--- config.mk ---
export PLATFORM = sky130hd
export DESIGN_NAME = regfile_write_queue_flat
export DESIGN_NICKNAME = d
export VERILOG_FILES = /design/src/rtl/regfile_write_queue_if.sv /design/src/rtl/regfile_write_queue.sv /design/src/flat_wrapper.sv
export SDC_FILE = /design/constraint.sdc
export NUM_CORES = 1
export LEC_CHECK = 0
export BUFFER_PORTS_ARGS = -buffer_cell sky130_fd_sc_hd__buf_2
export CORE_MARGIN = 5
export CORE_UTILIZATION = 42
export CTS_CLUSTER_DIAMETER = 50
export CTS_CLUSTER_SIZE = 16
export DETAILED_ROUTE_END_ITERATION = 7
export REMOVE_ABC_BUFFERS = 1
export SETUP_SLACK_MARGIN = 0.05
export SYNTH_ARGS = -nofsm -noshare
export SYNTH_HDL_FRONTEND = slang
export SYNTH_SLANG_ARGS = --single-unit
--- constraint.sdc ---
create_clock -name clk -period 2.8 [get_ports clk]
set_input_delay 0.42 -clock clk [delete_from_list [all_inputs] [get_ports clk]]
set_output_delay 0.42 -clock clk [all_outputs]
set_load 0.005 [all_outputs]
--- src/rtl/regfile_write_queue_if.sv ---
// Bundle of producer, register-file and bypass-lookup signals for regfile_write_queue.
// The queue sits on the slave modport; the producer/register-file side uses master.
interface regfile_write_queue_if #(
  parameter int ADDR_W = 1,
  parameter int DATA_W = 1,
  parameter int DEPTH  = 4
);
  localparam int CNT_W = $clog2(DEPTH) + 1;

  logic              in_valid;
  logic              in_ready;
  logic [ADDR_W-1:0] in_reg;
  logic [DATA_W-1:0] in_data;
  logic              rf_ready;
  logic              rf_wr_en;
  logic [ADDR_W-1:0] writeReg;
  logic [DATA_W-1:0] writeData;
  logic [ADDR_W-1:0] lookup_reg;
  logic              lookup_hit;
  logic [DATA_W-1:0] lookup_data;
  logic [CNT_W-1:0]  count;

  modport master (
    output in_valid, in_reg, in_data, rf_ready, lookup_reg,
    input  in_ready, rf_wr_en, writeReg, writeData, lookup_hit, lookup_data, count
  );

  modport slave (
    input  in_valid, in_reg, in_data, rf_ready, lookup_reg,
    output in_ready, rf_wr_en, writeReg, writeData, lookup_hit, lookup_data, count
  );
endinterface

--- src/rtl/regfile_write_queue.sv ---
// In-order write staging FIFO in front of the 1R1W register file.
// Define REGFILE_WQ_BYPASS_EN to enable the youngest-match read bypass lookup.
module regfile_write_queue #(
  parameter int ADDR_W = 1,
  parameter int DATA_W = 1,
  parameter int DEPTH  = 4
) (
  input logic                   clk,
  input logic                   rst_n,
  regfile_write_queue_if.slave  bus
);
  localparam int PTR_W = $clog2(DEPTH);
  localparam int CNT_W = PTR_W + 1;

  logic [ADDR_W-1:0] r_reg_mem  [DEPTH];
  logic [DATA_W-1:0] r_data_mem [DEPTH];
  logic [PTR_W-1:0]  r_wr_ptr;
  logic [PTR_W-1:0]  r_rd_ptr;
  logic [CNT_W-1:0]  r_count;

  logic w_full;
  logic w_empty;
  logic w_push;
  logic w_pop;

  // Full is taken from the registered count only, so in_ready never depends on rf_ready.
  assign w_full  = (r_count == CNT_W'(DEPTH));
  assign w_empty = (r_count == {CNT_W{1'b0}});
  assign w_push  = bus.in_valid && !w_full;
  assign w_pop   = bus.rf_ready && !w_empty;

  // Pointer and occupancy state; reset wins over any push/pop in the same cycle.
  always_ff @(posedge clk) begin
    if (!rst_n) begin
      r_wr_ptr <= {PTR_W{1'b0}};
      r_rd_ptr <= {PTR_W{1'b0}};
      r_count  <= {CNT_W{1'b0}};
    end else begin
      if (w_push) r_wr_ptr <= r_wr_ptr + PTR_W'(1);
      if (w_pop)  r_rd_ptr <= r_rd_ptr + PTR_W'(1);
      case ({w_push, w_pop})
        2'b10:   r_count <= r_count + CNT_W'(1);
        2'b01:   r_count <= r_count - CNT_W'(1);
        default: r_count <= r_count;
      endcase
    end
  end

  // Entry storage; contents are don't-care until the matching pointer makes them live.
  always_ff @(posedge clk) begin
    if (w_push) begin
      r_reg_mem[r_wr_ptr]  <= bus.in_reg;
      r_data_mem[r_wr_ptr] <= bus.in_data;
    end
  end

  assign bus.in_ready  = !w_full;
  assign bus.rf_wr_en  = !w_empty;
  assign bus.writeReg  = w_empty ? {ADDR_W{1'b0}} : r_reg_mem[r_rd_ptr];
  assign bus.writeData = w_empty ? {DATA_W{1'b0}} : r_data_mem[r_rd_ptr];
  assign bus.count     = r_count;

`ifdef REGFILE_WQ_BYPASS_EN
  logic [DEPTH-1:0]  r_vld;
  logic              w_hit;
  logic [DATA_W-1:0] w_ldata;
  logic [PTR_W-1:0]  w_idx;

  // Per-entry occupancy flags searched by the bypass lookup.
  always_ff @(posedge clk) begin
    if (!rst_n) begin
      r_vld <= {DEPTH{1'b0}};
    end else begin
      if (w_pop)  r_vld[r_rd_ptr] <= 1'b0;
      if (w_push) r_vld[r_wr_ptr] <= 1'b1;
    end
  end

  // Scan oldest to youngest from the head so the last match is the youngest write.
  always_comb begin
    w_hit   = 1'b0;
    w_ldata = {DATA_W{1'b0}};
    w_idx   = {PTR_W{1'b0}};
    for (int k = 0; k < DEPTH; k++) begin
      w_idx = r_rd_ptr + PTR_W'(k);
      if (r_vld[w_idx] && (r_reg_mem[w_idx] == bus.lookup_reg)) begin
        w_hit   = 1'b1;
        w_ldata = r_data_mem[w_idx];
      end else begin
        w_hit   = w_hit;
        w_ldata = w_ldata;
      end
    end
  end

  assign bus.lookup_hit  = w_hit;
  assign bus.lookup_data = w_ldata;
`else
  logic w_lookup_unused;

  assign w_lookup_unused = ^bus.lookup_reg;
  assign bus.lookup_hit  = 1'b0;
  assign bus.lookup_data = {DATA_W{1'b0}};
`endif

endmodule

--- src/flat_wrapper.sv ---
// flat-port wrapper written by rule: the top's interface ports become plain ports
module regfile_write_queue_flat 
#(
  parameter int ADDR_W = 1,
  parameter int DATA_W = 1,
  parameter int DEPTH  = 4
)
  (clk, rst_n, bus_in_valid, bus_in_reg, bus_in_data, bus_rf_ready, bus_lookup_reg, bus_in_ready, bus_rf_wr_en, bus_writeReg, bus_writeData, bus_lookup_hit, bus_lookup_data, bus_count);
  regfile_write_queue_if #(.ADDR_W(ADDR_W), .DATA_W(DATA_W), .DEPTH(DEPTH)) bus_i ();
  input logic clk;
  input logic rst_n;
  input wire logic [$bits(bus_i.in_valid)-1:0] bus_in_valid;
  input wire logic [$bits(bus_i.in_reg)-1:0] bus_in_reg;
  input wire logic [$bits(bus_i.in_data)-1:0] bus_in_data;
  input wire logic [$bits(bus_i.rf_ready)-1:0] bus_rf_ready;
  input wire logic [$bits(bus_i.lookup_reg)-1:0] bus_lookup_reg;
  output wire logic [$bits(bus_i.in_ready)-1:0] bus_in_ready;
  output wire logic [$bits(bus_i.rf_wr_en)-1:0] bus_rf_wr_en;
  output wire logic [$bits(bus_i.writeReg)-1:0] bus_writeReg;
  output wire logic [$bits(bus_i.writeData)-1:0] bus_writeData;
  output wire logic [$bits(bus_i.lookup_hit)-1:0] bus_lookup_hit;
  output wire logic [$bits(bus_i.lookup_data)-1:0] bus_lookup_data;
  output wire logic [$bits(bus_i.count)-1:0] bus_count;
  assign bus_i.in_valid = bus_in_valid;
  assign bus_i.in_reg = bus_in_reg;
  assign bus_i.in_data = bus_in_data;
  assign bus_i.rf_ready = bus_rf_ready;
  assign bus_i.lookup_reg = bus_lookup_reg;
  assign bus_in_ready = bus_i.in_ready;
  assign bus_rf_wr_en = bus_i.rf_wr_en;
  assign bus_writeReg = bus_i.writeReg;
  assign bus_writeData = bus_i.writeData;
  assign bus_lookup_hit = bus_i.lookup_hit;
  assign bus_lookup_data = bus_i.lookup_data;
  assign bus_count = bus_i.count;
  regfile_write_queue #(.ADDR_W(ADDR_W), .DATA_W(DATA_W), .DEPTH(DEPTH)) u_core (.clk(clk), .rst_n(rst_n), .bus(bus_i));
endmodule
==> results of run 1 <==
[power groups by stage]
| stage | Combinational, W | Clock (W) | Sequential, W |
|---|---|---|---|
| final | 0.000296 | 0.000132 | 0.000360 |
| after global routing | 0.000337 | 0.000151 | 0.000369 |
| after CTS | 0.000301 | 0.000142 | 0.000360 |
| after detailed placement | 0.000301 | 0 | 0.000365 |
| after global placement | 0.000294 | 0 | 0.000364 |
| after floorplan | 0.000208 | 0 | 0.000359 |
[cell families after synthesis]
family | Yosys count
and+or+nand+nor | 22
DFF | 17
buffers and inverters | 10
AOI/OAI and AO/OA | 8
adders and majority gates | 6
muxes | 4
xor gates and xnor gates | 2
other | 1
[critical path: stages, from the launching register on]
cell and delay, ns:
dfxtp_1 0.44, nor3_2 0.12, nor2b_1 0.23, ha_1 0.22
inv_1 0.06, fa_1 0.37, xor2_1 0.16, or3_1 0.31
a21boi_1 0.13
[layer usage]
layer  global-route usage [%]  up-vias  part of all wire, %
met3                     4.99        2                  5.5
li1                         -      258                    -
met1                     10.7      221                   44
met2                     17.9        8                   50
met4                     3.83        0                  1.1
met5                        0        -                    0
[synthesized netlist by cell type (2+ instances only)]
library cell / instances / area, µm²
ha_1: 5 / 62.6
nand2_1: 8 / 30.0
a21boi_1: 2 / 15.0
inv_1: 7 / 26.3
nor2b_1: 2 / 12.5
o21ai_1: 2 / 10.0
mux4_2: 2 / 45.0
o21ai_0: 3 / 15.0
buf_4: 2 / 15.0
edfxtp_1: 8 / 240
mux2i_1: 2 / 20.0
dfxtp_1: 9 / 180
or3_1: 2 / 12.5
and2_1: 6 / 37.5
[final timing paths]
| kind | end | slack [ns] | cells past startpoint |
|---|---|---|---|
| hold / removal | u_core.r_reg_mem[1] | 0.34 | 1 |
| setup / recovery | u_core.bus.count[2] | 0.70 | 8 |
| setup reg to reg | u_core.bus.count[2] | 0.70 | 8 |
| hold reg to reg | flip-flop | 0.50 | 2 |
[through the flow]
stage | util, % | instances | power (W) | setup WS [ns]
after floorplan | - | 68 | 0.000567 | 0.872
after global placement | 49.8 | 105 | 0.000658 | 0.760
after detailed placement | 49.8 | 105 | 0.000666 | 0.722
after CTS | 51.4 | 109 | 0.000804 | 0.690
after global routing | 51.4 | 109 | 0.000858 | 0.533
final | 51.4 | 109 | 0.000788 | 0.701
[cells in the final DEF (no fill, tap or decap), drive strengths merged]
cell type  instances
xor2               1
nor2               1
xnor2              1
clkinvlp           1
dfxtp              9
edfxtp             8
and2b              1
buf               12
fa                 1
a21boi             3
inv                7
mux2i              2
nand2              8
and2               6
clkbuf             3
conb               2
nor2b              2
nand4bb            1
nor3               1
o21ai              5
mux4               2
ha                 5
or3                2
[final cells by class]
type,instances,area share (%)
clock buffers,3,2.46
clock inverters,1,0.819
inverters,7,2.86
multi-input cells,44,38.1
flip-flops and latches,17,45.8
well taps,25,3.41
repair buffers,12,6.55
==> run metrics, run 1 <==
Skew-Pair Late Insertion Delay 0.29 ns; VDD IR max 464 µV; Boundary Pins 16; multiplexer share of the synthesized area 8.02%; die height 53.9 µm; Reg power frac 45.6%; Worst Setup SP u_core.bus.count[2]; first-pass GRT wire length 2050 µm; cts hold-fix bufs 0; Total Die Area 2910 µm²; drt drc 0; max cap viols 0; cell area after layout 917 µm²; Port Buffer Count 12; asr flop ratio synth 0%; antenna violations before repair 0; Tcrit/Tclk final 75.0%; postcts setup bufs 0; post-route minimum period 2.10 ns; total core area 1780 µm²; Fill cells 175; total negative slack 0 ns; number of synthesized flops with an enable pin 8; post-detail-place hpwl 1000 µm; Adder-Cell Fraction of Synth Area 10.2%; antenna-violating nets left 0; number of global-route vias before repair 477; worst hold slack 0.341 ns; cell count after synthesis 70; Max Clock Skew 0.00322 ns; worst min-delay path category in2reg; Top FF cell, synth dfxtp_1; wire per inst 11.5 µm; Synth Area in Compound Gates 6.33%; post-synthesis register bit count 17; Sw Ratio 34.4%; die extent in x 53.9 µm; Data required, critical path 3.03 ns; status complete, no violations; vias per cell 4.49; fin. max-slew vios 0; layout cell share with drive strength beyond 1 23.8%; clk slew on worst S/H paths 0.10 ns; vias 489; starting density of the core 45.5%; Combinational Power Share 37.6%; Clock power frac 16.8%; average cell area after synthesis 11.6 µm²; crit path max fanout 7; CTS tree done; fmax 476 MHz; gp weighted congestion 0.659; standard-cell rows 15; Finish-stage setup viols 0; storage element area 420 µm²; Ant. Diodes 0; nets 98; RSZ-0062 raised after global routing false; element type at the critical path end flip-flop; Post-Synth Simple-Gate Area 15.4%; area grow syn2layout 13.1%; CTS Root Cell clkbuf_4; PostCTS Resize Cnt 0; Max clock buf depth 2; drt first-iter violations 5; area of the multi-input gates 349 µm²; largest net degree at the start of global routing 12; Worst Min Path Start bus_in_reg; sequential share of the synthesized area 51.9%; router iterations before antenna repair 2; worst r2r src u_core.bus.count[2]; Int Pwr 0.000517 W; H-Tree Depth 1; LEAKAGE 0.371 nW; WS Path Type reg2reg; total grt overflow 0; Post-Syn Area 811 µm²; Critical Path AT 2.33 ns; Tot GR Track Use 10.4%; Ys Warns 0; XOR/XNOR Fraction of Synth Area 2.16%; library cells used by synthesis 24; Placed Area 887 µm²; Power Dens Cells 860 nW/µm²; number of CTS-inserted buffers 3; Clock Sink Count 17; Net Switching 0.000271 W; final hold vios 0; wirelength, routed 1250 µm; startpoint types flip-flop; dominant combinational cell family by area after synthesis simple AND/OR/NAND/NOR gates
No activity file was read; power rests on OpenSTA's default activity.
==> run 2, diff against run 1 <==
- ABC_AREA: default -> 1
- clock period: 2.8 -> 2.15 ns (I/O delays scaled with it)
==> run metrics, run 2 <==
postcts setup bufs 0 (unchanged); worst hold slack 0.248 ns (was 0.341 ns); Finish-stage setup viols 0 (unchanged); crit path max fanout 5 (was 7); total negative slack 0 ns (unchanged); top post-synthesis cells by area edfxtp_1, dfxtp_1, inv_1 (was edfxtp_1, dfxtp_1, ha_1); Clock Sink Count 17 (unchanged); VDD IR max 614 µV (was 464 µV); antenna-violating nets left 0 (unchanged); starting density of the core 43.6% (was 45.5%); fin util 49.3% (was 51.4%); asr flop ratio synth 0% (unchanged); cell count after synthesis 96 (was 70); Total Die Area 2990 µm² (was 2910 µm²); Int Pwr 0.000633 W (was 0.000517 W); average cell area after synthesis 8.72 µm² (was 11.6 µm²); Net Switching 0.000395 W (was 0.000271 W); post-detail-place hpwl 1040 µm (was 1000 µm); CTS tree done (unchanged); nets 125 (was 98); Fill cells 205 (was 175); total core area 1920 µm² (was 1780 µm²); Boundary Pins 16 (unchanged); Skew-Pair Late Insertion Delay 0.29 ns (about the same); drt drc 0 (unchanged); Tot GR Track Use 10.4% (about the same); standard-cell rows 16 (was 15); Clock power frac 16.1% (was 16.8%); Ant. Diodes 0 (unchanged); synth cell count leaders inv_1, nor2_1, nand2_1 (was dfxtp_1, edfxtp_1, nand2_1); Combinational Power Share 39.2% (was 37.6%); Ys Warns 0 (unchanged); largest net degree at the start of global routing 11 (was 12); library cells used by synthesis 17 (was 24); vias 582 (was 489); fin. max-slew vios 0 (unchanged); antenna violations before repair 0 (unchanged); post-route minimum period 1.81 ns (was 2.10 ns); worst min-delay path category in2reg (unchanged); Tcrit/Tclk final 84.4% (was 75.0%); cts hold-fix bufs 0 (unchanged); vias per cell 4.22 (was 4.49); commonest non-fill, non-tap cell in the layout inv_1 (was buf_2); fmax 551 MHz (was 476 MHz); drt first-iter violations 5 (unchanged); number of CTS-inserted buffers 3 (unchanged); router iterations before antenna repair 3 (was 2); Port Buffer Count 12 (unchanged); GR Layer Usage met3 2.45% (was 4.99%); WS Path Type reg2reg (unchanged); sequential share of the synthesized area 50.2% (was 51.9%); met2 Track Usage GR 16.7% (was 17.9%); pre-CTS setup slack 0.343 ns (was 0.722 ns); status complete, no violations (unchanged); Data required, critical path 2.35 ns (was 3.03 ns); startpoint types flip-flop (unchanged); Top FF cell, synth dfxtp_1 (unchanged); Post-Syn Area 837 µm² (was 811 µm²); max cap viols 0 (unchanged); wirelength, routed 1250 µm (about the same); first-pass GRT wire length 2150 µm (was 2050 µm); total grt overflow 0 (unchanged); M1 GR Usage 11.9% (was 10.7%); wire per inst 9.09 µm (was 11.5 µm); Most Crowded Layer GR met2 (unchanged); clk slew on worst S/H paths 0.10 ns (about the same); Final WS setup 0.335 ns (was 0.701 ns); PostCTS Resize Cnt 0 (unchanged); most frequent cells in the layout inv_1, nor2_1, buf_2 (was buf_2, dfxtp_1, nand2_1, edfxtp_1, inv_1); Power Dens Cells 1080 nW/µm² (was 860 nW/µm²); final hold vios 0 (unchanged); number of synthesized flops with an enable pin 8 (unchanged); top-count cell post-synth inv_1 (was dfxtp_1); gp weighted congestion 0.778 (was 0.659); layout cell share with drive strength beyond 1 20.7% (was 23.8%); Sw Ratio 38.4% (was 34.4%); number of global-route vias before repair 547 (was 477); Synth top area share 28.7% (was 29.6%); RSZ-0062 raised after global routing false (unchanged); H-Tree Depth 1 (unchanged); Reg power frac 44.7% (was 45.6%); Max Clock Skew 0.00793 ns (was 0.00322 ns); Critical Path AT 2.01 ns (was 2.33 ns); area grow syn2layout 13.2% (was 13.1%); post-synthesis register bit count 17 (unchanged); LEAKAGE 0.433 nW (was 0.371 nW); die height 54.6 µm (was 53.9 µm); CTS Root Cell clkbuf_4 (unchanged); Max clock buf depth 2 (unchanged); die extent in x 54.6 µm (was 53.9 µm); area leader, netlist edfxtp_1 (unchanged); element type at the critical path end flip-flop (unchanged)
==> run 2: changes by cell type in the layout (fill, tap and decap cells not counted), sizes merged, moves of 3 or more <==
| cell | change |
|---|---|
| nor2 | +17 |
| and2 | -6 |
| nand2 | +7 |
| a21oi | +7 |
| inv | +12 |
| nand3 | +5 |
| a21boi | -3 |
==> run 2: final timing paths <==
| path | startpoint | endpoint | slack (ns) | cells after the start |
|---|---|---|---|---|
| setup reg to reg | u_core.bus.count[2] | u_core.bus.count[2] | 0.34 | 13 |
| hold reg to reg | u_core.r_wr_ptr[1] | u_core.r_wr_ptr[1] | 0.51 | 2 |
| hold / removal | bus_in_reg | u_core.r_reg_mem[0] | 0.25 | 1 |
| setup / recovery | u_core.bus.count[2] | u_core.bus.count[2] | 0.34 | 13 |
==> run 2: per-layer routing <==
metal  wire, µm  vias to the layer above
li1           -                      324
met5          0                        -
met4         19                        0
met3         44                        4
met1        567                      244
met2        624                       10
==> run 2: through the flow <==
step / total power (W) / instance area [µm²] / instances
finish: 0.00103 / 947 / 138
global route: 0.00113 / 947 / 138
CTS: 0.00105 / 947 / 138
detailed placement: 0.000879 / 920 / 134
global placement: 0.000872 / 920 / 134
floorplan: 0.000746 / 826 / 95
==> run 2: logic make-up (layout without fill, tap and decap cells) <==
kind of cell    Yosys count  count (layout)  synth area share (%)
flops                    17              17                  50.2
simple gates             38              38                  21.4
compound gates           13              13                  7.77
fa+ha+maj                 6               6                  9.87
other cells               1               2                 0.448
buf+inv                  21              35                  10.3
==> run 2: power groups by stage <==
stage                     logic [W]  registers, W  clock network (W)
after floorplan            0.000282      0.000464                  0
after global placement     0.000404      0.000468                  0
after detailed placement   0.000410      0.000469                  0
after CTS                  0.000412      0.000461           0.000172
after global routing       0.000475      0.000471           0.000185
final                      0.000403      0.000459           0.000165
==> run 2: area by class of cell <==
cell class,count,area (µm²),share of cell area [%]
flip-flops and latches,17,420,44.4
multi-input cells,59,334,35.3
inverters,19,71.3,7.53
repair buffers,12,60.1,6.34
well taps,27,33.8,3.57
clock buffers,3,22.5,2.38
clock inverters,1,5.00,0.528
==> run 2: worst max-delay path, cell delays in order, from the launching register on <==
cell	delay [ns]
dfxtp_1	0.40
inv_1	0.10
nand2_2	0.14
nand2_2	0.08
inv_2	0.07
ha_1	0.16
inv_1	0.07
fa_1	0.39
inv_1	0.07
nand2_1	0.05
nand3_1	0.08
nand2_1	0.05
nand2_1	0.05
nor2_1	0.03
